$ cat config.mk
export PLATFORM = sky130hd
export DESIGN_NAME = mips_load_store_unit
export DESIGN_NICKNAME = d
export VERILOG_FILES = /design/src/rtl/mips_load_store_unit.sv
export SDC_FILE = /design/constraint.sdc
export NUM_CORES = 1
export LEC_CHECK = 0
export ABC_CLOCK_PERIOD_IN_PS = 3800
export CAP_MARGIN = 20
export CELL_PAD_IN_SITES_DETAIL_PLACEMENT = 0
export CELL_PAD_IN_SITES_GLOBAL_PLACEMENT = 1
export CORE_UTILIZATION = 34
export CTS_CLUSTER_SIZE = 28
export DETAILED_ROUTE_END_ITERATION = 7
export PLACE_DENSITY = 0.88
export SYNTH_ARGS = -nofsm -noshare
export SYNTH_HDL_FRONTEND = slang
export SYNTH_SLANG_ARGS = --single-unit
$ cat constraint.sdc
create_clock -name clk -period 3.8 [get_ports clk]
set_clock_uncertainty 0.1 [all_clocks]
set_input_delay 0.76 -clock clk [delete_from_list [all_inputs] [get_ports clk]]
set_output_delay 0.76 -clock clk [all_outputs]
set_load 0.01 [all_outputs]
$ cat src/rtl/mips_load_store_unit.sv
//------------------------------------------------------------------------------
// mips_load_store_unit : MEM-stage byte/half/word load-store adapter for a
// word-wide data memory, with read-modify-write for sub-word stores.
// Revision 1.0
//------------------------------------------------------------------------------
`default_nettype none

module mips_load_store_unit #(
   parameter int BIG_ENDIAN = 1
) (
   input  logic        clk,
   input  logic        reset,
   input  logic        req_read,
   input  logic        req_write,
   input  logic [1:0]  req_size,
   input  logic        req_unsigned,
   input  logic [31:0] req_address,
   input  logic [31:0] req_wdata,
   output logic        busy,
   output logic [31:0] load_data,
   output logic        load_valid,
   output logic        addr_err,
   output logic [31:0] mem_address,
   output logic [31:0] mem_write_data,
   output logic        mem_write,
   output logic        mem_read,
   input  logic [31:0] mem_read_data
);

   localparam logic [1:0] SIZE_BYTE = 2'b00;
   localparam logic [1:0] SIZE_HALF = 2'b01;
   localparam logic [1:0] SIZE_WORD = 2'b10;

   typedef enum logic [0:0] {
      ST_IDLE  = 1'b0,
      ST_WRITE = 1'b1
   } state_t;

   state_t      state_q, state_d;
   logic [31:0] wbuf_q, wbuf_d;
   logic [31:0] waddr_q, waddr_d;
   logic [31:0] load_data_q, load_data_d;
   logic        load_valid_q, load_valid_d;
   logic        addr_err_q, addr_err_d;

   logic [31:0] aligned_addr;
   logic [4:0]  lane_shift;
   logic [31:0] lane_mask;
   logic [31:0] merged_word;
   logic [15:0] rd_half;
   logic [31:0] extended;
   logic        misaligned;

   // Lane position of the addressed byte/half within the word.
   always_comb begin
      aligned_addr = {req_address[31:2], 2'b00};
      if (req_size == SIZE_BYTE) begin
         lane_shift = (BIG_ENDIAN != 0) ? {~req_address[1:0], 3'b000}
                                        : { req_address[1:0], 3'b000};
         lane_mask  = 32'h0000_00FF;
      end else begin
         lane_shift = (BIG_ENDIAN != 0) ? {~req_address[1], 4'b0000}
                                        : { req_address[1], 4'b0000};
         lane_mask  = 32'h0000_FFFF;
      end
      merged_word = (mem_read_data & ~(lane_mask << lane_shift))
                  | ((req_wdata & lane_mask) << lane_shift);
      rd_half     = 16'(mem_read_data >> lane_shift);
      case (req_size)
         SIZE_BYTE: extended = req_unsigned ? {24'h000000, rd_half[7:0]}
                                            : {{24{rd_half[7]}}, rd_half[7:0]};
         SIZE_HALF: extended = req_unsigned ? {16'h0000, rd_half}
                                            : {{16{rd_half[15]}}, rd_half};
         default:   extended = mem_read_data;
      endcase
      misaligned = (req_size == 2'b11)
                 | ((req_size == SIZE_HALF) & req_address[0])
                 | ((req_size == SIZE_WORD) & (req_address[1:0] != 2'b00));
   end

   always_comb begin
      state_d        = state_q;
      wbuf_d         = wbuf_q;
      waddr_d        = waddr_q;
      load_data_d    = load_data_q;
      load_valid_d   = 1'b0;
      addr_err_d     = 1'b0;
      busy           = 1'b0;
      mem_read       = 1'b0;
      mem_write      = 1'b0;
      mem_address    = aligned_addr;
      mem_write_data = wbuf_q;
      case (state_q)
         ST_IDLE: begin
            if (req_read || req_write) begin
               if ((req_read && req_write) || misaligned) begin
                  addr_err_d = 1'b1;
               end else if (req_read) begin
                  mem_read     = 1'b1;
                  load_data_d  = extended;
                  load_valid_d = 1'b1;
               end else if (req_size == SIZE_WORD) begin
                  mem_write      = 1'b1;
                  mem_write_data = req_wdata;
               end else begin
                  // Read phase of RMW: capture the merged word for next cycle.
                  mem_read = 1'b1;
                  wbuf_d   = merged_word;
                  waddr_d  = aligned_addr;
                  state_d  = ST_WRITE;
               end
            end
         end
         ST_WRITE: begin
            busy           = 1'b1;
            mem_write      = 1'b1;
            mem_address    = waddr_q;
            mem_write_data = wbuf_q;
            state_d        = ST_IDLE;
         end
         default: state_d = ST_IDLE;
      endcase
   end

   always_ff @(posedge clk or posedge reset) begin
      if (reset) begin
         state_q      <= ST_IDLE;
         wbuf_q       <= 32'h0;
         waddr_q      <= 32'h0;
         load_data_q  <= 32'h0;
         load_valid_q <= 1'b0;
         addr_err_q   <= 1'b0;
      end else begin
         state_q      <= state_d;
         wbuf_q       <= wbuf_d;
         waddr_q      <= waddr_d;
         load_data_q  <= load_data_d;
         load_valid_q <= load_valid_d;
         addr_err_q   <= addr_err_d;
      end
   end

   assign load_data  = load_data_q;
   assign load_valid = load_valid_q;
   assign addr_err   = addr_err_q;

endmodule

`default_nettype wire

==> results_dict.tcl <==
set metrics [dict create \
    grt_antenna_before_repair 0 \
    max_stage_delay_ps 510 \
    hpwl_um 13360 \
    dieWidth_um 128.1 \
    critical-path-slowest-cell "sky130_fd_sc_hd__or4_4" \
    drive_above_1_share_pct 21.72 \
    groute.layer.met2.usage_pct 35.58 \
    cp_num_cells 8 \
    cts_tree "yes" \
    grt.overflow.total 0 \
    gpl.final_weighted_congestion 0.8814 \
    hold-path-cell-count 1 \
    fp.dieArea_um2 16400 \
    power.net_switching_uw 1059 \
    area_growth_syn_to_layout_pct 49.05 \
    drcViolationCount 0 \
    final_antenna_net_count 0 \
    timing.fmax_ghz 0.2648 \
    pre_cts_slack_ps -179.9 \
    floorplan.core_area_um2 15370 \
    first_pass_grt_wire_length_um 27600 \
    drt_pass1_iterations 5 \
    yosys_warnings 0 \
    power_leakage_uw 0.003272 \
    fin_area_um2 8053 \
    floorplan.die.height_um 128.1 \
    worst_ep_arrival_time_ps 2920 \
    grt_max_degree 96 \
    placed_cells_incl_taps 900 \
    netSwitchingFraction_pct 29.74 \
    cellPowerDensity_nw_per_um2 442.1 \
    netlist_area_um2 5403 \
    max_slew_margin_pct 60.75 \
    regToRegStartpoint "state_q$_DFF_PP0_" \
    crit_required_ps 2940 \
    synth_largest_area_cell "sky130_fd_sc_hd__dfrtp_1" \
    worstRegToRegCells 4 \
    clock_tree.buffer_depth 2 \
    power.sequential.fraction_pct 39.8 \
    tritoncts.num_buffers 9 \
    setup_violations_final 0 \
    timing.final.max_slew_violations 0 \
    effective_utilization_at_floorplan_pct 35.15 \
    worst_ir_drop_vdd_v 0.0002703 \
    detailed_place.area_um2 7664 \
    grt.met1_usage_pct 29.76 \
    timing.final.hold_violations 0 \
    cts_root_cell "sky130_fd_sc_hd__clkbuf_16" \
    buffers_added_on_ports 201 \
    route.vias.total 4829 \
    critPathLaunch "req_size[0]" \
    post_synth_num_cell_types 42 \
    critical_path_peak_fanout 8 \
    critical_path.cell_chain "clkdlybuf4s50_1 > nand2b_4 > or4_4 > nor2_4 > buf_12 > clkbuf_16 > mux2_2 > dlygate4sd2_1" \
    worst_skew_pair.late_latency_ps 350 \
    grt.total_usage_pct 22.36 \
    cts_num_sinks 97 \
    worstSetupStartpointType "primary input" \
    htreeDepth 3 \
    reg2reg_setup_slack_ps 1860 \
    placement_rows 45 \
    timing.critical_path.max_delay_family "buffers and inverters" \
    layout_worst_path_cycle_share_pct 99.37 \
    synth_top_area_share_pct 44.93 \
    worst_case_setup_margin_in_the_final_layout_ps 23.90 \
    detail_routed_net_length_per_standard_cell_um 19.90 \
    criticalPathCategory "primary input to output port" \
    outcome "completed" \
    antennaDiodeCount 0 \
    syn_avg_cell_area_um2 10.59 \
    first_global_vias 4957 \
    max_capacitance_violation_count 0 \
    first_iteration_detailed_routing_drc_count 247 \
    hold_path_startpoint "load_data[10]$_DFFE_PP0P_" \
    io_pins 204 \
    route.detailed.vias_per_inst 5.249 \
    synth_sequential_area_ratio_pct 44.93 \
    critPathCaptureType "output port" \
    power.share.combinational_pct 31.5 \
    fin_crit_ps 3776 \
    worst_pin_slew_ps 584.8 \
    clock_power_share_pct 28.7 \
    timing.critical_path.buf_inv 4 \
    finalNetCount 807 \
    finish.cell_count_without_fillers 920 \
    netlist_instances 510 \
    power_report.internal_total_uw 2501 \
    totalWireLength_um 18310 \
    synth_register_bits 97 \
    clock_pin_slew_on_the_worst_setup_and_hold_paths_ps 70 \
    min_path_type "flop to flop" \
    setup-tns-final_ps 0 \
    synth_top_cells_by_area "sky130_fd_sc_hd__dfrtp_1 45%, sky130_fd_sc_hd__mux2_2 20%, sky130_fd_sc_hd__mux2i_1 4.6%" \
    grt-busiest-layer "met2" \
    use_met3_pct 5.008 \
]
cells in the mapped netlist:
cell and instances:
sky130_fd_sc_hd__mux2_2 98, sky130_fd_sc_hd__buf_6 2, sky130_fd_sc_hd__or4_1 1, sky130_fd_sc_hd__and4b_1 1
sky130_fd_sc_hd__o32a_1 6, sky130_fd_sc_hd__o21a_1 1, sky130_fd_sc_hd__nand2_1 32, sky130_fd_sc_hd__o41ai_1 1
sky130_fd_sc_hd__nor2b_1 10, sky130_fd_sc_hd__o21ai_2 1, sky130_fd_sc_hd__nor3_1 3, sky130_fd_sc_hd__a21oi_2 10
sky130_fd_sc_hd__mux2_1 1, sky130_fd_sc_hd__nor2_1 63, sky130_fd_sc_hd__buf_4 5, sky130_fd_sc_hd__nand2_2 1
sky130_fd_sc_hd__mux2_4 1, sky130_fd_sc_hd__clkbuf_1 16, sky130_fd_sc_hd__a2bb2oi_1 7, sky130_fd_sc_hd__maj3_1 1
sky130_fd_sc_hd__mux2i_1 25, sky130_fd_sc_hd__inv_1 3, sky130_fd_sc_hd__or2_2 1, sky130_fd_sc_hd__a2111oi_2 1
sky130_fd_sc_hd__a311oi_1 6, sky130_fd_sc_hd__buf_2 12, sky130_fd_sc_hd__dfrtp_1 97, sky130_fd_sc_hd__o211a_4 1
sky130_fd_sc_hd__nor2_2 1, sky130_fd_sc_hd__or3_1 3, sky130_fd_sc_hd__clkinv_1 1, sky130_fd_sc_hd__conb_1 1
sky130_fd_sc_hd__nand2b_1 6, sky130_fd_sc_hd__buf_1 5, sky130_fd_sc_hd__and2_1 6, sky130_fd_sc_hd__a22oi_1 16
sky130_fd_sc_hd__o21ai_0 4, sky130_fd_sc_hd__o211ai_1 1, sky130_fd_sc_hd__o21ai_1 2, sky130_fd_sc_hd__o22a_1 2
sky130_fd_sc_hd__a21oi_1 46, sky130_fd_sc_hd__a22o_1 9
what timing repair did:
action | CTS | global route
pin swaps | 0 | 1
cloned | 0 | 3
setup endpoints to repair | 32 | 32
hold buffers | 0 | 0
buffers inserted | 0 | 1
gates resized for setup | 32 | 6
area by class of cell:
| cell class | count | area (um2) |
|---|---|---|
| clock buffers | 10 | 229.0 |
| clock inverters | 6 | 97.59 |
| fillers | 1370 | 7318 |
| inverters | 4 | 17.52 |
| multi-input cells | 370 | 2794 |
| flip-flops and latches | 97 | 2427 |
| well taps | 211 | 264.0 |
| repair buffers | 222 | 2223 |
routing by layer:
metal | wire, um | vias up | part of all wire [%]
met4 | 416 | 0 | 2.3
li1 | - | 2215 | -
met2 | 8564 | 247 | 47
met5 | 0 | - | 0
met3 | 1401 | 28 | 7.7
met1 | 7926 | 2339 | 43
flip-flops by register name (all words and copies together), names as in the netlist:
signal and count:
addr_err 1, load_data 32, load_valid 1, state_q 1, waddr_q 30, wbuf_q 32
power groups by stage:
stage | Sequential, uW | Clock [uW] | Combinational (uW)
2_1_floorplan | 1420 | 0 | 528
3_3_place_gp | 1430 | 0 | 1150
3_5_place_dp | 1440 | 0 | 1180
4_1_cts | 1420 | 1030 | 1130
5_1_grt | 1450 | 1070 | 1210
6_report | 1420 | 1020 | 1120
through the flow:
step           util (%)  power (uW)  hold WS (ps)
6_report          52.39        3560         400.0
5_1_grt           52.39        3731         428.2
4_1_cts           51.72        3579         402.5
3_5_place_dp      49.86        2615         393.3
3_3_place_gp      49.86        2580         383.7
2_1_floorplan         -        1950         375.0
worst paths after layout:
kind / to
worst max-delay path: mem_write_data[26]
worst min-delay path: load_data[10]$_DFFE_PP0P_
worst max register to register: load_data[7]$_DFFE_PP0P_
worst min register to register: load_data[10]$_DFFE_PP0P_
max in group asynchronous: load_data[4]$_DFFE_PP0P_
min in group asynchronous: waddr_q[5]$_DFFE_PP0P_
logic make-up after synthesis:
group,after synthesis,synth area share [%]
AOI/OAI and AO/OA,114,14.87
muxes,125,25.54
DFF,97,44.93
adders and majority gates,1,0.1853
buffers and inverters,44,3.960
and+or+nand+nor,128,10.45
other,1,0.06941
cell usage in the layout (no fill, tap or decap), drive strengths merged, types with 7 or more instances in the layout:
cell	n
clkdlybuf4s50	168
mux2	100
dfrtp	97
nor2	64
a21oi	56
nand2	33
dlygate4sd2	30
mux2i	25
buf	19
a22oi	16
clkbuf	12
nor2b	10
a22o	9
a2bb2oi	7
o21ai	7
No activity file was read; power rests on OpenSTA's default activity.
